File: src/rtl/scoreboard_display_ctrl.sv
// Chooses which 16-bit word the 4-digit scoreboard shows: score, a timed message, or a blinking alert.
// The priority is alert > message > score. All outputs are registered and change on the edge that samples the request.
module scoreboard_display_ctrl #(
  parameter int HOLD_CYCLES  = 50_000_000,
  parameter int BLINK_CYCLES = 12_500_000,
  parameter int CW           = 26
) (
  input  logic        clk,
  input  logic        rst,
  input  logic [15:0] score_digits,
  input  logic        msg_req,
  input  logic [15:0] msg_digits,
  input  logic        alert_req,
  input  logic [15:0] alert_digits,
  output logic        msg_ack,
  output logic [15:0] digits,
  output logic [1:0]  src,
  output logic        blank
);

  typedef enum logic [1:0] {
    S_SCORE = 2'd0,
    S_MSG   = 2'd1,
    S_ALERT = 2'd2
  } state_t;

  localparam logic [CW-1:0] HOLD_LD   = CW'(HOLD_CYCLES - 1);
  localparam logic [CW-1:0] BLINK_TOP = CW'(BLINK_CYCLES - 1);

  state_t          state;
  logic [CW-1:0]   hold_cnt;
  logic [CW-1:0]   blink_cnt;
  logic [15:0]     msg_lat;

  // The encoding of the state matches the src code, so src is the state register.
  assign src = state;

  always_ff @(posedge clk) begin
    if (rst) begin
      state     <= S_SCORE;
      digits    <= 16'h0000;
      blank     <= 1'b0;
      msg_ack   <= 1'b0;
      hold_cnt  <= '0;
      blink_cnt <= '0;
      msg_lat   <= 16'h0000;
    end else begin
      msg_ack <= 1'b0;
      case (state)
        S_SCORE, S_MSG: begin
          if (alert_req) begin
            state     <= S_ALERT;
            digits    <= alert_digits;
            blink_cnt <= '0;
            blank     <= 1'b0;
            hold_cnt  <= '0;
          end else if (msg_req) begin
            state    <= S_MSG;
            msg_lat  <= msg_digits;
            digits   <= msg_digits;
            hold_cnt <= HOLD_LD;
            msg_ack  <= 1'b1;
          end else if (state == S_MSG && hold_cnt != '0) begin
            hold_cnt <= hold_cnt - 1'b1;
            digits   <= msg_lat;
          end else begin
            state  <= S_SCORE;
            digits <= score_digits;
          end
        end
        S_ALERT: begin
          if (alert_req) begin
            digits <= alert_digits;
            if (blink_cnt == BLINK_TOP) begin
              blink_cnt <= '0;
              blank     <= ~blank;
            end else begin
              blink_cnt <= blink_cnt + 1'b1;
            end
          end else begin
            state     <= S_SCORE;
            digits    <= score_digits;
            blank     <= 1'b0;
            blink_cnt <= '0;
          end
        end
        default: begin
          state  <= S_SCORE;
          digits <= score_digits;
          blank  <= 1'b0;
        end
      endcase
    end
  end

endmodule

File: config.mk
export PLATFORM = sky130hd
export DESIGN_NAME = scoreboard_display_ctrl
export DESIGN_NICKNAME = d
export VERILOG_FILES = /design/src/rtl/scoreboard_display_ctrl.sv
export SDC_FILE = /design/constraint.sdc
export NUM_CORES = 1
export LEC_CHECK = 0
export ABC_AREA = 1
export BUFFER_PORTS_ARGS = -buffer_cell sky130_fd_sc_hd__buf_2
export CORE_UTILIZATION = 60
export DETAILED_ROUTE_END_ITERATION = 6
export PLACE_DENSITY = 0.85
export SYNTH_ARGS = -nofsm -noshare
export SYNTH_HDL_FRONTEND = slang
export SYNTH_SLANG_ARGS = --single-unit
File: constraint.sdc
create_clock -name clk -period 5.5 [get_ports clk]
set_clock_uncertainty 0.15 [all_clocks]
set_input_delay 1.1 -clock clk [delete_from_list [all_inputs] [get_ports clk]]
set_output_delay 1.1 -clock clk [all_outputs]
set_load 0.01 [all_outputs]
==> flow_summary.json <==
{
  "cts-resized-gates": 0,
  "fin_crit_ns": 3.55,
  "hold_class": "register to register",
  "cap_violations": 0,
  "antenna_left": 0,
  "critPathMaxFanout": 24,
  "netlist_area_um2": 5150,
  "setup_viol_count_final": 0,
  "path_clk_slew_ns": 0.09,
  "worst_pin_slew_ns": 0.812,
  "root_buffer": "clkbuf_8",
  "grtUsageTotal": 0.312,
  "io_pins": 72,
  "holdPathStages": 2,
  "critPathLaunchType": "input pin",
  "die-height_um": 94.6,
  "vias_per_cell": 5.79,
  "post_drt_wl_per_cell_um": 14.4,
  "ctsHoldBuffers": 0,
  "synthArstFlopShare": 0,
  "netlist.top_cell.by_area": "dfxtp_1",
  "dp.cells": 923,
  "slew_headroom": 0.458,
  "grt_pass1_vias": 5149,
  "max_stage_delay_ns": 0.54,
  "drt_first_pass_iters": 5,
  "synth_edf_count": 0,
  "num_vias": 5441,
  "rsz0062_at_grt": "no",
  "syn_nets": 833,
  "power_density_nw_per_um2": 271,
  "initial_core_util": 0.623,
  "drive_gt1_frac": 0.161,
  "ys_ff_latch": 88,
  "status": "complete, no violations",
  "r2r_cells": 8,
  "worstPathRequired_ns": 5.59,
  "yosysSeqAreaShare": 0.342,
  "seq_area_um2": 1760,
  "grt_pass1_wl_um": 22400,
  "vdd_drop_max_mv": 0.116,
  "cts_buffer_depth": 2,
  "cp_slowest_cell": "inv_1",
  "clock_latency_ns": 0.36,
  "post-route-util": 0.687,
  "drtIter0Drc": 384,
  "avgSynthCellArea_um2": 6.61,
  "drt_wl_total_um": 13500,
  "diodes": 0,
  "worstPathArrival_ns": 3.63,
  "cts_sinks": 88,
  "drc": 0,
  "dp_hpwl_um": 9310,
  "core-area_um2": 8260,
  "grt_max_degree": 59,
  "syn_to_final_growth_pct": 10.2,
  "crit_type": "input pin to register",
  "worstPathCellList": "buf_2 > inv_1 > nand2_4 > nand2_1 > nor3_4 > nand3_1 > nor3_2 > xor2_1 > nor2_1",
  "syn_inst": 778,
  "max_freq_mhz": 282,
  "crit_path_end_kind": "register",
  "post-route-worst-setup-slack_ns": 1.95,
  "maxSlewViolCount": 0,
  "synthFlopType": "dfxtp_1",
  "die_w_um": 94.6,
  "gr-total-overflow": 0,
  "nNetsFinal": 884,
  "layout_common_cells": "nand2_1 (179), inv_1 (94), dfxtp_1 (88), nor2_1 (73), buf_2 (71)",
  "min_period_over_period": 0.645,
  "finalNonFillerCells": 939,
  "synth.area.top_cells": "dfxtp_1 (34%), nand2_1 (13%), inv_1 (6.9%)",
  "fp-row-count": 33,
  "cts_tree": "built",
  "cts_made_buffers": 9,
  "antenna_found_initial": 0,
  "multiInputGateArea_um2": 2840,
  "power_uw": 1540,
  "synth_cell_types": 43,
  "ys_warn_count": 0,
  "mostFrequentLayoutCell": "nand2_1",
  "finalHoldViolCount": 0,
  "routabilityCongestion": 0.931,
  "fillCellCount": 707,
  "timing.setup.tns_ns": 0,
  "htree_levels": 3,
  "dpl_worst_slack_ns": 1.64,
  "postCtsSetupRepairBufs": 0,
  "die_area_um2": 8950,
  "netlist.area_leader.share": 0.342,
  "portBuffers": 71,
  "cellLeakagePower_uw": 0.00252
}
## report_power, final
part           leakage [uW]  switching (uW)  internal [uW]
combinational       0.00170             252            125
clock             0.0000993             239            222
sequential         0.000719            24.2            673
## worst max-delay path, delay by kind of cell
family	cells	cell delay, ns
xor gates and xnor gates	1	0.18
buffers and inverters	2	0.98
and+or+nand+nor	6	1.36
## through the flow
stage                     hold slack, ns  area [um2]
after global placement             0.294        5470
after CTS                          0.313        5670
after detailed placement           0.300        5470
final                              0.308        5670
after global routing               0.335        5670
after floorplan                    0.280        5150
## logic make-up (layout without fill, tap and decap cells)
group / Yosys count / in the layout / synth area share
flops: 88 / 88 / 0.342
compound gates: 150 / 150 / 0.169
buf+inv: 131 / 187 / 0.105
xor+xnor: 16 / 16 / 0.0272
simple gates: 390 / 390 / 0.349
fa+ha+maj: 3 / 3 / 0.00729
## sequential cells by signal (all words and copies together) (netlist names)
register   count
blank          1
blink_cnt     26
digits        16
hold_cnt      26
msg_ack        1
msg_lat       16
src            2
## cells in the mapped netlist (7+ instances only)
| cell | number |
|---|---|
| nor3_2 | 7 |
| o22ai_1 | 10 |
| o31ai_1 | 7 |
| dfxtp_1 | 88 |
| inv_1 | 94 |
| o21ai_0 | 24 |
| nor2_1 | 73 |
| nand4_1 | 8 |
| xor2_1 | 15 |
| clkbuf_1 | 17 |
| a31oi_1 | 16 |
| nand3_1 | 69 |
| nor2_2 | 13 |
| a22oi_1 | 7 |
| nor3_1 | 16 |
| nand2_1 | 179 |
| a21oi_1 | 68 |
## routing by layer
metal | track usage | wire length (um) | vias to the layer above
met5 | 0 | 0 | -
li1 | - | - | 2652
met4 | 0.148 | 234 | 0
met2 | 0.514 | 6330 | 308
met3 | 0.0548 | 1270 | 27
met1 | 0.394 | 5640 | 2454
## path summary, 6_finish.rpt
path                         to  startpoint  slack, ns
hold / removal       msg_lat[7]  msg_lat[7]       0.31
hold reg to reg      msg_lat[7]  msg_lat[7]       0.31
setup reg to reg    hold_cnt[2]      src[0]       2.76
setup / recovery  blink_cnt[24]   alert_req       1.95
## final cells by class
| class | count | share of cell area |
|---|---|---|
| flip-flops and latches | 88 | 0.311 |
| clock inverters | 5 | 0.00993 |
| well taps | 105 | 0.0232 |
| repair buffers | 72 | 0.0640 |
| inverters | 99 | 0.0655 |
| clock buffers | 11 | 0.0249 |
| multi-input cells | 559 | 0.502 |
No activity file was read; power rests on OpenSTA's default activity.
